==> src/rtl/subleq_pkg.sv <==
// Shared definitions for the Subleq core: sequencer states and the halt address.
package subleq_pkg;

    // One state per memory transfer, plus the two parked states.
    typedef enum logic [2:0] {
        S_IDLE,
        S_FETCH_A,
        S_FETCH_B,
        S_FETCH_C,
        S_READ_A,
        S_READ_B,
        S_EXEC,
        S_HALT
    } state_t;

    // All-ones halt address, wide enough for any P_DATA up to 64;
    // users slice off the low P_DATA bits.
    localparam logic [63:0] HALT_ADDR = '1;

endpackage

==> src/rtl/subleq_ctrl.sv <==
// Subleq sequencer: fetches A/B/C, reads mem[A] and mem[B], writes
// mem[B] - mem[A] back to B through the external ALU, then picks the next PC.
module subleq_ctrl
    import subleq_pkg::*;
#(
    parameter int P_DATA = 8
) (
    input  logic              clk,
    input  logic              rst,
    input  logic              start,
    output logic              busy,
    output logic              halted,
    output logic [P_DATA-1:0] pc,
    output logic              mem_req,
    output logic              mem_we,
    output logic [P_DATA-1:0] mem_addr,
    output logic [P_DATA-1:0] mem_wdata,
    input  logic              mem_ack,
    input  logic [P_DATA-1:0] mem_rdata,
    output logic [P_DATA-1:0] alu_a,
    output logic [P_DATA-1:0] alu_b,
    input  logic [P_DATA-1:0] alu_r,
    input  logic              alu_z
);

    localparam logic [P_DATA-1:0] HALT_PC = HALT_ADDR[P_DATA-1:0];

    state_t            state_q, state_d;
    logic [P_DATA-1:0] pc_q, a_q, b_q, c_q, va_q, vb_q, addr_q;
    logic              req_q, we_q;
    logic              xfer, to_halt;
    logic [P_DATA-1:0] pc_next;

    // A transfer completes whenever our registered request meets an ack.
    assign xfer    = req_q && mem_ack;
    assign to_halt = alu_z && (c_q == HALT_PC);
    assign pc_next = alu_z ? c_q : pc_q + P_DATA'(3);

    // State register.
    always_ff @(posedge clk or posedge rst) begin
        if (rst) state_q <= S_IDLE;
        else     state_q <= state_d;
    end

    // Next state: every busy state advances only on a completed transfer.
    always_comb begin
        state_d = state_q;
        case (state_q)
            S_IDLE, S_HALT: if (start) state_d = S_FETCH_A;
            S_FETCH_A:      if (xfer)  state_d = S_FETCH_B;
            S_FETCH_B:      if (xfer)  state_d = S_FETCH_C;
            S_FETCH_C:      if (xfer)  state_d = S_READ_A;
            S_READ_A:       if (xfer)  state_d = S_READ_B;
            S_READ_B:       if (xfer)  state_d = S_EXEC;
            S_EXEC:         if (xfer)  state_d = to_halt ? S_HALT : S_FETCH_A;
            default:                   state_d = S_IDLE;
        endcase
    end

    // Datapath and bus registers; the address for the next transfer is
    // loaded on the ack of the current one so it is stable while pending.
    always_ff @(posedge clk or posedge rst) begin
        if (rst) begin
            pc_q   <= '0;
            a_q    <= '0;
            b_q    <= '0;
            c_q    <= '0;
            va_q   <= '0;
            vb_q   <= '0;
            addr_q <= '0;
            req_q  <= 1'b0;
            we_q   <= 1'b0;
        end else begin
            case (state_q)
                S_IDLE, S_HALT: if (start) begin
                    pc_q   <= '0;
                    addr_q <= '0;
                    req_q  <= 1'b1;
                    we_q   <= 1'b0;
                end
                S_FETCH_A: if (xfer) begin
                    a_q    <= mem_rdata;
                    addr_q <= pc_q + P_DATA'(1);
                end
                S_FETCH_B: if (xfer) begin
                    b_q    <= mem_rdata;
                    addr_q <= pc_q + P_DATA'(2);
                end
                S_FETCH_C: if (xfer) begin
                    c_q    <= mem_rdata;
                    addr_q <= a_q;
                end
                S_READ_A: if (xfer) begin
                    va_q   <= mem_rdata;
                    addr_q <= b_q;
                end
                S_READ_B: if (xfer) begin
                    // Address already points at B; the write-back reuses it.
                    vb_q   <= mem_rdata;
                    we_q   <= 1'b1;
                end
                S_EXEC: if (xfer) begin
                    we_q   <= 1'b0;
                    pc_q   <= pc_next;
                    addr_q <= pc_next;
                    req_q  <= !to_halt;
                end
                default: ;
            endcase
        end
    end

    assign busy      = (state_q != S_IDLE) && (state_q != S_HALT);
    assign halted    = (state_q == S_HALT);
    assign pc        = pc_q;
    assign mem_req   = req_q;
    assign mem_we    = we_q;
    assign mem_addr  = addr_q;
    // ALU operands come straight from the operand registers, so the write
    // data is stable for the whole EXEC state.
    assign mem_wdata = (state_q == S_EXEC) ? alu_r : '0;
    assign alu_a     = vb_q;
    assign alu_b     = va_q;

endmodule

==> config.mk <==
export PLATFORM = sky130hd
export DESIGN_NAME = subleq_ctrl
export DESIGN_NICKNAME = d
export VERILOG_FILES = /design/src/rtl/subleq_pkg.sv /design/src/rtl/subleq_ctrl.sv
export SDC_FILE = /design/constraint.sdc
export NUM_CORES = 1
export LEC_CHECK = 0
export CORE_AREA = 2 2 83 85
export DETAILED_ROUTE_END_ITERATION = 10
export DIE_AREA = 0 0 85 87
export PLACE_DENSITY = 0.84
export SYNTH_ARGS = -nofsm -noshare
export SYNTH_HDL_FRONTEND = slang
export SYNTH_SLANG_ARGS = --single-unit
==> constraint.sdc <==
create_clock -name clk -period 2.1 [get_ports clk]
set_input_delay 0.315 -clock clk [delete_from_list [all_inputs] [get_ports clk]]
set_output_delay 0.315 -clock clk [all_outputs]
set_load 0.05 [all_outputs]
==> implementation parameters <==
Parameter                              Value

Status
  Status    finished clean

GRT
  Final global-route overflow total    0
  Global-route wire length before repair    roughly 15000 um
  Via count of the first global-routing pass    2819
  Number of antenna violations at the first check in global routing    0
  Total GRT Usage    25.5%
  Maximum number of pins on one net before global-route repair    62

Pwr
  IR drop worst, VDD    about 0.0013 V
  Cell leakage power    between 1.5 and 2 nW
  Total power per unit cell area    1590 nW/um2
  Power Total    a little over 0.007 W

STA
  Number of pins with negative max-slew slack in the final report    0
  Worst slew pin tran    837 ps
  Worst clock skew    roughly 7.0 ps
  Final-report hold violation count    0
  Final period util    between 90% and 100%
  Headroom to the max-slew limit    44.2%
  Worst Slack Setup Final    between 70 and 80 ps
  Setup violators final    0
  Setup repair after global routing missed its margin    no
  Maximum clock rate    slightly below 500 MHz
  Post-layout min period    ~2000 ps
  Summed negative setup slack over all endpoints    0 ps

Logic synthesis
  Top cells by count, synth    61 x dfrtp_1, 41 x mux2_2, 32 x nand2_1
  Mapped Nets    approximately 340
  Sequential area share after synthesis    46.3%
  Area share of the largest cell type after synthesis    about 46%
  Most used flip-flop cell after synthesis    dfrtp_1
  Count leader, synth    dfrtp_1
  Gate count after technology mapping    around 320
  Post-synth top area cell    dfrtp_1
  Ys Warns    0
  Average footprint of a synthesized cell    a little over 10 um2
  Count of unique library cells instantiated by Yosys    54
  Async set-reset flop share out of synthesis    100%
  Number of synthesized register bits    61
  EDFF count, synth    0
  Top area cells in the synthesized netlist    dfrtp_1 46%, mux2_2 14%, nand2_1 3.6%, o21ai_0 2.7%, a21oi_1 2.1%
  Synth Cell Area    3300 um2

Worst setup path
  Number of buffers and inverters on the critical path    1
  Critical path class    reg2reg
  Crit path DAT    between 2000 and 2500 ps
  Critical Path RT    2340 ps
  Nature of the critical path endpoint    register
  Ordered list of cells on the worst path    buf_4 -> or3b_1 -> a21oi_1 -> a21oi_1 -> a221o_1
  Critical path peak fanout    15
  Most frequent CP cell    a21oi_1
  Startpoint types    register
  CP peak stage delay    460 ps
  Critical-path cell with the highest stage delay    dfrtp_1
  Top cell family by delay on the critical path    compound AO/OA/AOI/OAI gates

CTS
  Maximum number of buffers from clock root to sink    2
  H-tree depth    3
  Cell at the root of the clock tree    clkbuf_8
  Num CTS Buffers    9
  Clk pin slew, worst setup/hold paths    roughly 80 ps
  Clock tree from TritonCTS    yes
  Clock network latency to the later pin of the worst-skew pair    around 350 ps
  Post-CTS Setup Bufs    0
  Clock sink count    between 60 and 70

Flow run
  Number of maximum-capacitance constraint violations    0

Detailed routing
  Total DRC errors in the routed layout    0
  Highest signal layer in the routed design    met4
  Antenna viol nets, final    0
  Total routed wire length on the met1 layer    3710 um
  Iteration count of the initial detailed-routing pass    5
  Count of vias placed by the detailed router    around 2800
  DRT Wirelength    8840 um
  Routed wire length per instance    approximately 18 um
  Detail Route met3 WL    around 630 um
  Initial detailed-routing violation count    between 300 and 400
  Met2 Routed Length    between 4000 and 5000 um
  Via count normalized by instance count    about 5.9

Floorplanning
  Die outline height    87 um
  Initial Util    approximately 50%
  Floorplan core area    roughly 6600 um2
  X dimension of the die    85 um
  Number of core rows    30
  Ports    65
  Die area    roughly 7400 um2

Place
  HPWL reported at the end of detailed placement    6400 um
  Placed standard-cell area    roughly 4200 um2
  Placement-stage worst setup slack    ~5.2 ps
  Number of buffer cells added on primary ports    64
  Routability-driven placement congestion ratio    roughly 0.87

Finish
  Final-stage net count    420
  Finished layout cell area    approximately 4400 um2
  Fraction of final layout cells sized beyond drive strength 1    between 20% and 30%
  Final cell utilization of the core    about two thirds
  ANT cells    0
  Layout-stage area growth over the synthesis result    34.3%

Worst hold path
  Worst min path class    in2async
-- sequential cells by signal, indices dropped and copies added (netlist names) --
name and flops:
c_q 8, mem_req 1, mem_we 1, alu_b 8
a_q 8, pc 8, mem_addr 8, state_q 3
alu_a 8, b_q 8
-- cell families (layout without fill, tap and decap cells) --
group,Yosys count,count (layout),synth area share [%]
buffers and inverters,29,111,4.17
xor gates and xnor gates,7,7,1.86
and+or+nand+nor,97,97,15.7
DFF,61,61,46.3
adders and majority gates,4,4,1.52
AOI/OAI and AO/OA,77,77,15.9
muxes,43,43,14.6
-- worst register-to-register path, cell delays in order, from the launching register on --
cell	delay (ps)
dfrtp_1	460
buf_4	220
or3b_1	390
a21oi_1	210
a21oi_1	210
a221o_1	420
-- cell usage in the layout (no fill, tap or decap), drive strengths merged, types with 3 or more instances in the layout --
| cell type | Yosys | layout |
|---|---|---|
| a211o | 3 | 3 |
| a21o | 4 | 4 |
| a21oi | 14 | 14 |
| a22o | 3 | 3 |
| a22oi | 5 | 5 |
| a31oi | 5 | 5 |
| and2 | 9 | 9 |
| and3 | 4 | 4 |
| buf | 12 | 36 |
| clkbuf | 9 | 9 |
| clkdlybuf4s50 | 0 | 49 |
| clkinv | 1 | 3 |
| clkinvlp | 0 | 3 |
| dfrtp | 61 | 61 |
| ha | 4 | 4 |
| inv | 7 | 8 |
| mux2 | 41 | 41 |
| nand2 | 32 | 32 |
| nand2b | 4 | 4 |
| nand3 | 7 | 7 |
| nand3b | 3 | 3 |
| nand4 | 3 | 3 |
| nor2 | 15 | 15 |
| nor3 | 6 | 6 |
| nor3b | 3 | 3 |
| o211ai | 6 | 6 |
| o21ai | 19 | 19 |
| or3 | 3 | 3 |
| or3b | 3 | 3 |
| xnor2 | 6 | 6 |
-- metal layers --
layer	global-route usage (%)	up-vias
met2	39.9	135
met4	11.1	0
met5	0	-
met1	33.8	1344
li1	-	1310
met3	6.64	22
-- through the flow --
| step | cells | hold WS, ps |
|---|---|---|
| floorplan | 318 | 432 |
| global placement | 464 | 459 |
| detailed placement | 464 | 483 |
| CTS | 480 | 346 |
| global route | 480 | 382 |
| finish | 480 | 341 |
-- where the power goes --
| part | internal (W) | leakage, nW | switching (W) | total, W |
|---|---|---|---|---|
| clock network | 0.000550 | 0.0918 | 0.000505 | 0.00106 |
| logic | 0.00158 | 1.05 | 0.00231 | 0.00389 |
| registers | 0.00169 | 0.757 | 0.000414 | 0.00210 |
-- path summary, 6_finish.rpt --
path | startpoint | to | slack (ps) | cells after the start
worst min register to register | mem_addr[2]$_DFFE_PP0P_ | mem_addr[2]$_DFFE_PP0P_ | 490 | 2
max in group asynchronous | rst | a_q[7]$_DFFE_PP0P_ | 1500 | 3
min in group clk | mem_addr[2]$_DFFE_PP0P_ | mem_addr[2]$_DFFE_PP0P_ | 490 | 2
worst max-delay path | state_q[2]$_DFFE_PP0P_ | mem_addr[6]$_DFFE_PP0P_ | 70 | 5
worst max register to register | state_q[2]$_DFFE_PP0P_ | mem_addr[6]$_DFFE_PP0P_ | 70 | 5
worst min-delay path | rst | state_q[2]$_DFFE_PP0P_ | 340 | 3
-- area by class of cell --
class,count,area (um2)
Clock buffer,9,124
Multi-Input combinational cell,228,1640
Fill cell,473,2140
Sequential cell,61,1530
Tap cell,80,100
Inverter,8,30.0
Clock inverter,7,75.1
Timing Repair Buffer,87,932
-- what timing repair did --
action / CTS / global route
hold buffers: 0 / 0
resized for setup: 1 / 3
cloned: 0 / 0
setup endpoints to repair: 1 / 3
Power figures use the tool's default switching activity.
